$ cat config.mk
export PLATFORM = sky130hd
export DESIGN_NAME = radix_2_inv_butterfly
export DESIGN_NICKNAME = d
export VERILOG_FILES = /design/src/rtl/fft_pkg.sv /design/src/rtl/radix_2_inv_butterfly.sv
export SDC_FILE = /design/constraint.sdc
export NUM_CORES = 1
export LEC_CHECK = 0
export CAP_MARGIN = 15
export CORE_MARGIN = 8
export CORE_UTILIZATION = 56
export CTS_BUF_LIST = sky130_fd_sc_hd__clkbuf_8
export CTS_CLUSTER_DIAMETER = 120
export DETAILED_ROUTE_END_ITERATION = 7
export PLACE_DENSITY = 0.82
export SLEW_MARGIN = 20
export SYNTH_ARGS = -nofsm -noshare
export SYNTH_HDL_FRONTEND = slang
export SYNTH_SLANG_ARGS = --single-unit
$ cat constraint.sdc
create_clock -name clkIn -period 2.2 [get_ports clkIn]
set_input_delay 0.44 -clock clkIn [delete_from_list [all_inputs] [get_ports clkIn]]
set_output_delay 0.44 -clock clkIn [all_outputs]
set_load 0.02 [all_outputs]
$ cat src/rtl/fft_pkg.sv
// -----------------------------------------------------------------------------
// fft_pkg
// Shared definitions for the radix-2 butterfly blocks of the FFT/IFFT path.
//   PairStateType : two-state pair sequencer encoding (PAIR_0 = expecting the
//                   first sample of a pair, PAIR_1 = expecting the second).
//   FWD_GROWTH    : bits of word growth added by one forward radix-2 stage.
//   SEXT_MAX_W    : widest vector the sign_extend helper handles.
//   sign_extend() : replicates bit (width-1) of a value into all upper bits.
// -----------------------------------------------------------------------------
package fft_pkg;

   typedef enum logic {
      PAIR_0 = 1'b0,
      PAIR_1 = 1'b1
   } PairStateType;

   localparam int FWD_GROWTH = 1;
   localparam int SEXT_MAX_W = 64;

   // Sign-extend the low 'width' bits of val to SEXT_MAX_W bits; callers
   // narrow the result with a size cast. width must be at least 1.
   function automatic logic [SEXT_MAX_W-1:0] sign_extend(
      input logic [SEXT_MAX_W-1:0] val,
      input int                    width
   );
      logic [SEXT_MAX_W-1:0] res;
      res = {SEXT_MAX_W{1'b0}};
      for (int i = 0; i < SEXT_MAX_W; i++) begin
         if (i >= width) begin
            res[i] = val[width-1];
         end else begin
            res[i] = val[i];
         end
      end
      return res;
   endfunction

endpackage

$ cat src/rtl/radix_2_inv_butterfly.sv
// -----------------------------------------------------------------------------
// radix_2_inv_butterfly
// Inverse radix-2 butterfly. Takes the serial pair X0, X1 produced by a forward
// butterfly (DATA_WIDTH+1 bits) and emits x0 = (X0+X1)/2 then x1 = (X0-X1)/2
// (DATA_WIDTH bits). Halving uses an arithmetic shift (floor), and the result
// wraps on overflow.
//
// Latency, counted in enabled cycles from the edge that accepts X1 (edge 0):
// x0 is presented after edge 2 and x1 after edge 3, each with a one-cycle
// validOut strobe. Back-to-back pairs give a continuous validOut.
//
// Ports:
//   clkIn    in   clock
//   rstIn    in   synchronous active-high reset
//   enIn     in   clock enable; when low every register holds
//   validIn  in   dataIn carries a sample (order X0, X1)
//   dataIn   in   signed sample, DATA_WIDTH+1 bits
//   validOut out  dataOut carries a reconstructed sample
//   dataOut  out  signed sample, DATA_WIDTH bits (order x0, x1)
//   errOut   out  only with IBFLY_PAIR_CHECK_EN: pair is not a legal forward
//                 butterfly output (odd sum) or a result does not fit
//
// Build option: `define IBFLY_PAIR_CHECK_EN to add errOut and its check logic.
// -----------------------------------------------------------------------------
module radix_2_inv_butterfly
   import fft_pkg::*;
#(
   parameter int DATA_WIDTH = 16
) (
   input  logic                             clkIn,
   input  logic                             rstIn,
   input  logic                             enIn,
   input  logic                             validIn,
   input  logic [DATA_WIDTH+FWD_GROWTH-1:0] dataIn,
   output logic                             validOut,
   output logic [DATA_WIDTH-1:0]            dataOut
`ifdef IBFLY_PAIR_CHECK_EN
   ,
   output logic                             errOut
`endif
);

   localparam int IN_W  = DATA_WIDTH + FWD_GROWTH;
   localparam int ACC_W = IN_W + 1;

   PairStateType            r_state;
   logic [IN_W-1:0]         r_hold;
   logic signed [ACC_W-1:0] r_sum;
   logic signed [ACC_W-1:0] r_diff;
   logic                    r_v0;     // sum/diff registers hold a fresh pair
   logic                    r_v1;     // scaled results r_o0/r_o1 are fresh
   logic                    r_v2;     // x1 waiting in r_x1 for its slot
   logic [DATA_WIDTH-1:0]   r_o0;
   logic [DATA_WIDTH-1:0]   r_o1;
   logic [DATA_WIDTH-1:0]   r_x1;

   logic signed [ACC_W-1:0] w_hold_ext;
   logic signed [ACC_W-1:0] w_data_ext;

   assign w_hold_ext = ACC_W'(sign_extend(SEXT_MAX_W'(r_hold), IN_W));
   assign w_data_ext = ACC_W'(sign_extend(SEXT_MAX_W'(dataIn), IN_W));

   // Pair capture FSM: hold X0, form full-precision sum and difference on X1.
   always_ff @(posedge clkIn) begin
      if (rstIn) begin
         r_state <= PAIR_0;
         r_hold  <= {IN_W{1'b0}};
         r_sum   <= {ACC_W{1'b0}};
         r_diff  <= {ACC_W{1'b0}};
         r_v0    <= 1'b0;
      end else if (enIn) begin
         r_v0 <= 1'b0;
         case (r_state)
            PAIR_0: begin
               if (validIn) begin
                  r_hold  <= dataIn;
                  r_state <= PAIR_1;
               end
            end
            PAIR_1: begin
               if (validIn) begin
                  r_sum   <= w_hold_ext + w_data_ext;
                  r_diff  <= w_hold_ext - w_data_ext;
                  r_v0    <= 1'b1;
                  r_state <= PAIR_0;
               end
            end
            default: begin
               r_state <= PAIR_0;
            end
         endcase
      end
   end

`ifdef IBFLY_PAIR_CHECK_EN
   logic r_err1;    // error flag travelling with r_o0/r_o1
   logic r_xerr;    // error flag travelling with r_x1
`endif

   // Output sequencer: scale the pair, then emit x0 and x1 in successive slots.
   // r_o0/r_o1 and r_x1 form a two-deep holding stage so a pending x1 survives
   // while the next pair's results are being scaled.
   always_ff @(posedge clkIn) begin
      if (rstIn) begin
         r_v1     <= 1'b0;
         r_v2     <= 1'b0;
         r_o0     <= {DATA_WIDTH{1'b0}};
         r_o1     <= {DATA_WIDTH{1'b0}};
         r_x1     <= {DATA_WIDTH{1'b0}};
         validOut <= 1'b0;
         dataOut  <= {DATA_WIDTH{1'b0}};
`ifdef IBFLY_PAIR_CHECK_EN
         r_err1   <= 1'b0;
         r_xerr   <= 1'b0;
         errOut   <= 1'b0;
`endif
      end else if (enIn) begin
         r_v1 <= r_v0;
         if (r_v0) begin
            // Halve by arithmetic shift (floor), keep the low bits (wrap).
            r_o0 <= DATA_WIDTH'(r_sum >>> 1);
            r_o1 <= DATA_WIDTH'(r_diff >>> 1);
`ifdef IBFLY_PAIR_CHECK_EN
            // Odd sum, or a halved result whose top two sum/diff bits differ
            // (does not fit DATA_WIDTH signed).
            r_err1 <= r_sum[0]
                    | (r_sum[ACC_W-1]  ^ r_sum[ACC_W-2])
                    | (r_diff[ACC_W-1] ^ r_diff[ACC_W-2]);
`endif
         end
         if (r_v1) begin
            validOut <= 1'b1;
            dataOut  <= r_o0;
            r_x1     <= r_o1;
            r_v2     <= 1'b1;
`ifdef IBFLY_PAIR_CHECK_EN
            errOut   <= r_err1;
            r_xerr   <= r_err1;
`endif
         end else if (r_v2) begin
            validOut <= 1'b1;
            dataOut  <= r_x1;
            r_v2     <= 1'b0;
`ifdef IBFLY_PAIR_CHECK_EN
            errOut   <= r_xerr;
`endif
         end else begin
            validOut <= 1'b0;
`ifdef IBFLY_PAIR_CHECK_EN
            errOut   <= 1'b0;
`endif
         end
      end
   end

endmodule

Yosys cells after proc, flatten, opt, wreduce, memory -nomap -nowiden
Index checks and enable logic that the tools add are counted.
{"block": "word_totals", "regBits": 120, "out_inout_bits": 17}
{"block": "op_classes", "add_sub_neg": 2, "n_mux": 9, "bitwise": 1, "n_reduce_logical": 6}
{"op": "$mux W16", "count": 2}
{"op": "$add A17 B17 Y17", "count": 1}
{"op": "$sub A17 B17 Y17", "count": 1}
{"op": "$mux W1", "count": 6}
{"op": "$reduce_and A2 Y1", "count": 3}
{"op": "$reduce_and A3 Y1", "count": 2}
{"op": "$pmux W1 S2", "count": 1}
{"op": "$reduce_bool A2 Y1", "count": 1}
{"op": "$not A1 Y1", "count": 1}

Longest topological paths before layout
Gate-level depths: netlist of run 1.
{"block": "depth", "ltp_word": 2, "ltp_mapped": 9, "ltp_nobuf": 8}

Worst setup path after synthesis of run 1
Ideal clock, no wire load.
{"block": "synth_timing", "path_kind": "input-to-reg", "start": "input port dataIn[5]", "end": "register r_diff[14]", "setup_ns": 0.117, "t_arrival_ns": 2.228, "path_slack_ns": -0.146, "path_stages": 9, "n_path_buf": 1, "cell_sequence": "inv_1 -> ha_1 -> buf_2 -> and3_1 -> a221o_1 -> o21ai_2 -> a21oi_1 -> or3_1 -> a32o_1"}
{"block": "synth_via", "elab_chain_len": 1}
{"item": "start, declared", "line_no": "radix_2_inv_butterfly.sv:34", "rtl": "input logic [DATA_WIDTH+FWD_GROWTH-1:0] dataIn,"}
{"item": "$sub A17 B17 Y17", "line_no": "radix_2_inv_butterfly.sv:83", "rtl": "r_diff <= w_hold_ext - w_data_ext;"}
{"item": "end signal, assigned", "line_no": "radix_2_inv_butterfly.sv:69", "rtl": "r_diff <= {ACC_W{1'b0}};"}
{"item": "end signal, assigned", "line_no": "radix_2_inv_butterfly.sv:83"}
{"item": "end, declared", "line_no": "radix_2_inv_butterfly.sv:49", "rtl": "logic signed [ACC_W-1:0] r_diff;"}
No other way between the ends.
A chain may end at the register's enable or synchronous reset.

Worst setup path after layout of run 1
{"block": "layout_timing", "start": "register r_hold[0]", "end": "register r_sum[10]"}
{"block": "layout_via", "elab_chain_len": 1}
{"item": "start, declared", "line_no": "radix_2_inv_butterfly.sv:47", "rtl": "logic [IN_W-1:0] r_hold;"}
{"item": "start signal, assigned", "line_no": "radix_2_inv_butterfly.sv:67", "rtl": "r_hold <= {IN_W{1'b0}};"}
{"item": "start signal, assigned", "line_no": "radix_2_inv_butterfly.sv:76", "rtl": "r_hold <= dataIn;"}
{"item": "$add A17 B17 Y17", "line_no": "radix_2_inv_butterfly.sv:82", "rtl": "r_sum <= w_hold_ext + w_data_ext;"}
{"item": "end signal, assigned", "line_no": "radix_2_inv_butterfly.sv:68", "rtl": "r_sum <= {ACC_W{1'b0}};"}
{"item": "end signal, assigned", "line_no": "radix_2_inv_butterfly.sv:82"}
{"item": "end, declared", "line_no": "radix_2_inv_butterfly.sv:48", "rtl": "logic signed [ACC_W-1:0] r_sum;"}
No other way between the ends.

==> impl_metrics.env, run 1 <==
export IMPL_stdcell_count=1046
export IMPL_gp_congestion=1.02
export IMPL_cp_arrival_ns=2.54
export IMPL_placed_area_um2=7300
export IMPL_vias_per_cell=5.52
export IMPL_synth_top_area_frac=0.400
export IMPL_insertion_delay_ns=0.43
export IMPL_slew_headroom=0.644
export IMPL_crit_fanout=3
export IMPL_vdd_drop_max_mv=0.346
export IMPL_wl_mm=16.7
export IMPL_min_period_ns=2.20
export IMPL_fp_coreArea_um2=10300
export IMPL_avgSynthCellArea_um2=7.82
export IMPL_synth_top_family_by_area="simple AND/OR/NAND/NOR gates"
export IMPL_holdWs_ns=0.262
export IMPL_grt_pass1_wl_mm=27.5
export IMPL_vias=5776
export IMPL_maxCapViolCount=0
export IMPL_cts_sinks=118
export IMPL_drtIter0Drc=416
export IMPL_ys_seq_area_frac=0.400
export IMPL_nFillCells=727
export IMPL_skew_ns=0.0148
export IMPL_synth_ff_type="dfxtp_1"
export IMPL_cts_inserted_buffers=17
export IMPL_drcViolationCount=0
export IMPL_dp_hpwl_mm=11.7
export IMPL_leakage_nw=3.16
export IMPL_synth_fa_ha_area_frac=0.0725
export IMPL_grt_pass1_vias=5762
export IMPL_root_buffer="clkbuf_8"
export IMPL_post_route_cell_area_um2=8050
export IMPL_grt_max_degree=104
export IMPL_cts_tree="done"
export IMPL_io_buffers=37
export IMPL_synth_xor_area_share=0.0223
export IMPL_synth_seq_cells=118
export IMPL_dp_cells=1009
export IMPL_synth_async_reset_ratio=0
export IMPL_fmax_ghz=0.455
export IMPL_synth_area_leaders="dfxtp_1, nand2_1, a21oi_1"
export IMPL_dieHeight_um=119
export IMPL_syn2layout_area_growth_pct=36.3
export IMPL_synth_edf_count=0
export IMPL_mostFrequentLayoutCell="nand2_1"
export IMPL_required_ns=2.54
export IMPL_firstDrtPassIters=5
export IMPL_die_area_um2=14100
export IMPL_synth_area_um2=5900
export IMPL_start_util=0.574
export IMPL_grt_usage=0.234
export IMPL_cts_hold_buffers_added=0
export IMPL_finish_net_count=951
export IMPL_yosys_area_share_simple=0.213
export IMPL_yosys_warnings=0
export IMPL_power_per_cell_area_nw_per_um2=624
export IMPL_wl_per_cell_um=15.9
export IMPL_overflow=0
export IMPL_ant_nets=0
export IMPL_maxSlewViolCount=0
export IMPL_setup_ws_ns=0.00158
export IMPL_hold_path_class="in -> reg"
export IMPL_antenna_found_initial=0
export IMPL_fin_crit_sh=0.999
export IMPL_setup_violations=0
export IMPL_synth_nets=809
export IMPL_critPathCaptureType="register"
export IMPL_pre_cts_slack_ns=-0.702
export IMPL_tightest_slew_ns=0.533
export IMPL_die_w_um=119
export IMPL_netlist_instances=755
export IMPL_ctsLongestPathBuffers=2
export IMPL_drive_gt1_frac=0.258
export IMPL_rows=37
export IMPL_rsz0062_at_grt="yes"
export IMPL_hold_viol_final=0
export IMPL_synth_compound_area_frac=0.202
export IMPL_path_class="reg -> reg"
export IMPL_antenna_diode_count=0
export IMPL_muxShareOfSynthArea=0.0392
export IMPL_setup_tns_ns=0
export IMPL_htreeDepth=4
export IMPL_mostFrequentLayoutCells="nand2_1, buf_4, dfxtp_1, a21oi_1, nor2_1"
export IMPL_io_pin_count=38
export IMPL_synth_distinct_cells=56
export IMPL_clk_pin_slew_ns=0.08
export IMPL_status="completed"
export IMPL_cp_start_kind="register"
export IMPL_yosysTopAreaCell="dfxtp_1"
-- final cells by class --
cell class                      count  area, um2  area share
Inverter                           29        111      0.0138
Timing Repair Buffer              171       1400       0.174
Clock inverter                     13        133      0.0165
Multi-Input combinational cell    560       3600       0.447
Tap cell                          136        170      0.0211
Sequential cell                   118       2370       0.295
Clock buffer                       19        262      0.0325
-- registers in the layout, indices dropped and copies added, names as in the netlist --
name / count
r_hold: 17
dataOut: 16
r_diff: 16
r_o0: 16
r_o1: 16
r_sum: 16
r_x1: 16
r_state: 1
r_v0: 1
r_v1: 1
r_v2: 1
validOut: 1
-- per-stage QoR --
stage | utilization | power (mW)
floorplan | - | 2.63
global placement | 0.710 | 2.98
detailed placement | 0.710 | 3.00
CTS | 0.767 | 4.98
global route | 0.783 | 5.20
finish | 0.783 | 5.02
-- per-layer routing --
layer,wire (um),track usage,up-vias
met5,0,0,-
met4,378,0.0925,0
met3,825,0.0447,30
met2,7990,0.394,165
met1,7460,0.288,2694
li1,-,-,2887
-- cell usage after synthesis (all sizes together), types with 12 or more instances --
cell type and number:
xnor2 12, dfxtp 118, clkbuf 39, mux2i 22, a21oi 97, o21ai 25
inv 29, ha 31, nand3 14, nand2 166, a211oi 28, nor2 59
-- what timing repair did --
action	in CTS	in global routing
hold endpoints to repair	0	0
cloned	0	0
setup buffers	2	3
gates resized for setup	55	34
setup endpoints to repair	21	15
pin swaps	17	18
-- worst max-delay path: stages, from the launching register on --
cell      delay, ns
dfxtp_2        0.33
and2_1         0.16
fa_2           0.37
nor2b_4        0.14
o21ai_2        0.21
a31oi_4        0.16
buf_6          0.15
or3_4          0.32
a311oi_2       0.26
-- where the power goes --
part           total [mW]  internal (mW)  leakage [nW]  switching (mW)
clock network        1.97           1.06         0.204           0.908
registers            2.21           2.17         0.957          0.0335
logic               0.844          0.410          2.00           0.435
-- kinds of logic (layout without fill, tap and decap cells) --
logic type,after synthesis,after routing
fa+ha+maj,33,33
flops,118,118
mux,23,23
xor+xnor,15,15
buf+inv,77,232
compound gates,195,195
simple gates,294,294
-- final timing paths --
path	start	cells past startpoint	to	slack (ns)
hold / removal	rstIn	2	r_sum[11]	0.26
setup reg to reg	r_hold[0]	8	r_sum[10]	0.002
hold reg to reg	r_o1[5]	2	r_x1[5]	0.45
setup / recovery	r_hold[0]	8	r_sum[10]	0.002
Note: power is estimated with default switching activity, not from simulation.
==> run 2: changes to the inputs <==
--- a/config.mk
+++ b/config.mk
@@ -11,6 +11,7 @@
 export CTS_BUF_LIST = sky130_fd_sc_hd__clkbuf_8
 export CTS_CLUSTER_DIAMETER = 120
 export DETAILED_ROUTE_END_ITERATION = 7
+export GPL_ROUTABILITY_DRIVEN = 0
 export PLACE_DENSITY = 0.82
 export SLEW_MARGIN = 20
 export SYNTH_ARGS = -nofsm -noshare
==> impl_metrics.env, run 2 (synthesis results as in run 1) <==
export IMPL_status="finished with violations"
export IMPL_violations="design-rule violations, negative setup slack"
export IMPL_hold_viol_final=0
export IMPL_htreeDepth=4
export IMPL_wl_per_cell_um=20.1
export IMPL_switchingPower_mw=1.56
export IMPL_overflow=0
export IMPL_grt_use_met2=0.430
export IMPL_ctsLongestPathBuffers=2
export IMPL_use_met1=0.289
export IMPL_syn2layout_area_growth_pct=39.7
export IMPL_io_pin_count=38
export IMPL_maxCapViolCount=0
export IMPL_vias_per_cell=6.24
export IMPL_root_buffer="clkbuf_8"
export IMPL_die_area_um2=14100
export IMPL_mostFrequentLayoutCells="nand2_1, buf_4, dfxtp_1, a21oi_1, nor2_1"
export IMPL_clkPwrFrac=0.423
export IMPL_antenna_found_initial=0
export IMPL_top_usage_layer="met2"
export IMPL_min_period_ns=2.26
export IMPL_swShare=0.282
export IMPL_fmax_ghz=0.443
export IMPL_drcViolationCount=5
export IMPL_start_util=0.574
export IMPL_holdWs_ns=0.332
export IMPL_cp_start_kind="register"
export IMPL_vdd_drop_max_mv=0.419
export IMPL_dp_hpwl_mm=11.2
export IMPL_regMostFlops="r_hold"
export IMPL_grtUsageMet3=0.0652
export IMPL_cts_tree="done"
export IMPL_rsz0062_at_grt="yes"
export IMPL_drtIter0Drc=1050
export IMPL_leakage_nw=3.22
export IMPL_crit_fanout=5
export IMPL_grt_max_degree=91
export IMPL_largest_reg_flops=17
export IMPL_cp_arrival_ns=2.62
export IMPL_path_class="reg -> reg"
export IMPL_skew_ns=0.0209
export IMPL_ant_nets=0
export IMPL_grt_pass1_wl_mm=29.6
export IMPL_setup_violations=12
export IMPL_total_power_mw=5.53
export IMPL_tightest_slew_ns=0.590
export IMPL_post_route_util=0.803
export IMPL_vias=6510
export IMPL_dieHeight_um=119
export IMPL_grt_usage=0.254
export IMPL_required_ns=2.56
export IMPL_comb_power_share=0.176
export IMPL_clk_pin_slew_ns=0.09
export IMPL_p_int_mw=3.97
export IMPL_drive_gt1_frac=0.273
export IMPL_io_buffers=37
export IMPL_die_w_um=119
export IMPL_cts_hold_buffers_added=0
export IMPL_cts_inserted_buffers=17
export IMPL_maxSlewViolCount=0
export IMPL_finish_net_count=949
export IMPL_power_per_cell_area_nw_per_um2=670
export IMPL_setup_ws_ns=-0.0579
export IMPL_critPathCaptureType="register"
export IMPL_insertion_delay_ns=0.46
export IMPL_grt_pass1_vias=6201
export IMPL_wl_mm=21.0
export IMPL_rows=37
export IMPL_firstDrtPassIters=8
export IMPL_slew_headroom=0.603
export IMPL_mostFrequentLayoutCell="nand2_1"
export IMPL_setup_tns_ns=-0.237
export IMPL_hold_path_class="in -> reg"
export IMPL_cts_sinks=118
export IMPL_fp_coreArea_um2=10300
export IMPL_fin_crit_sh=1.03
export IMPL_antenna_diode_count=0
export IMPL_power_share_sequential=0.400
[run 2: cell types whose count changed in the layout (fill, tap and decap cells not counted), sizes merged]
cell	delta
dlygate4sd2	-3
bufinv	+3
dlymetal6s2s	+3
clkbuf	-3
buf	-2
clkdlybuf4s50	+1
clkinv	-1
[run 2: metal layers]
metal  up-vias  wire length [um]
met5         -                 0
met4         0              1470
met3       206              2400
met2       528              9620
met1      2902              7490
li1       2874                 -
[run 2: area by class of cell]
class | count | area [um2]
Multi-Input combinational cell | 560 | 3710
Sequential cell | 118 | 2370
Fill cell | 612 | 2030
Timing Repair Buffer | 169 | 1430
Clock buffer | 17 | 234
Clock inverter | 15 | 226
Tap cell | 136 | 170
Inverter | 29 | 111
[run 2: worst paths after layout]
kind	startpoint	endpoint	slack, ns	depth (start not counted)
worst max-delay path	r_hold[7]	r_sum[10]	-0.06	8
worst min-delay path	rstIn	r_diff[5]	0.33	2
worst max register to register	r_hold[7]	r_sum[10]	-0.06	8
worst min register to register	r_diff[13]	r_o1[12]	0.45	2
[run 2: critical path, stage by stage, from the launching register on]
cell and delay [ns]:
dfxtp_2 0.35, ha_4 0.29, buf_4 0.15, inv_2 0.04, buf_4 0.13, a21oi_1 0.34
o21ai_4 0.14, or3_1 0.42, a311oi_1 0.30
[run 2: repair_timing]
item                       in CTS  in global routing
gates resized for setup        57                 51
cloned                          0                  0
pin swaps                      14                 21
setup buffers                   4                  8
setup endpoints to repair      18                 18
[run 2: power groups by stage]
stage          sequential [mW]  clock [mW]  combinational (mW)
3_5_place_dp              2.25           0               0.732
6_report                  2.21        2.34               0.976
4_1_cts                   2.21        2.31               0.805
5_1_grt                   2.22        2.44                1.01
3_3_place_gp              2.25           0               0.704
2_1_floorplan             2.25           0               0.388
[run 2: metrics by stage]
stage	setup WS, ns	instances	cell area (um2)
2_1_floorplan	-0.0245	755	5970
3_3_place_gp	-0.575	1000	7250
3_5_place_dp	-0.638	1000	7250
4_1_cts	0.00618	1036	7980
5_1_grt	-0.212	1044	8250
6_report	-0.0579	1044	8250
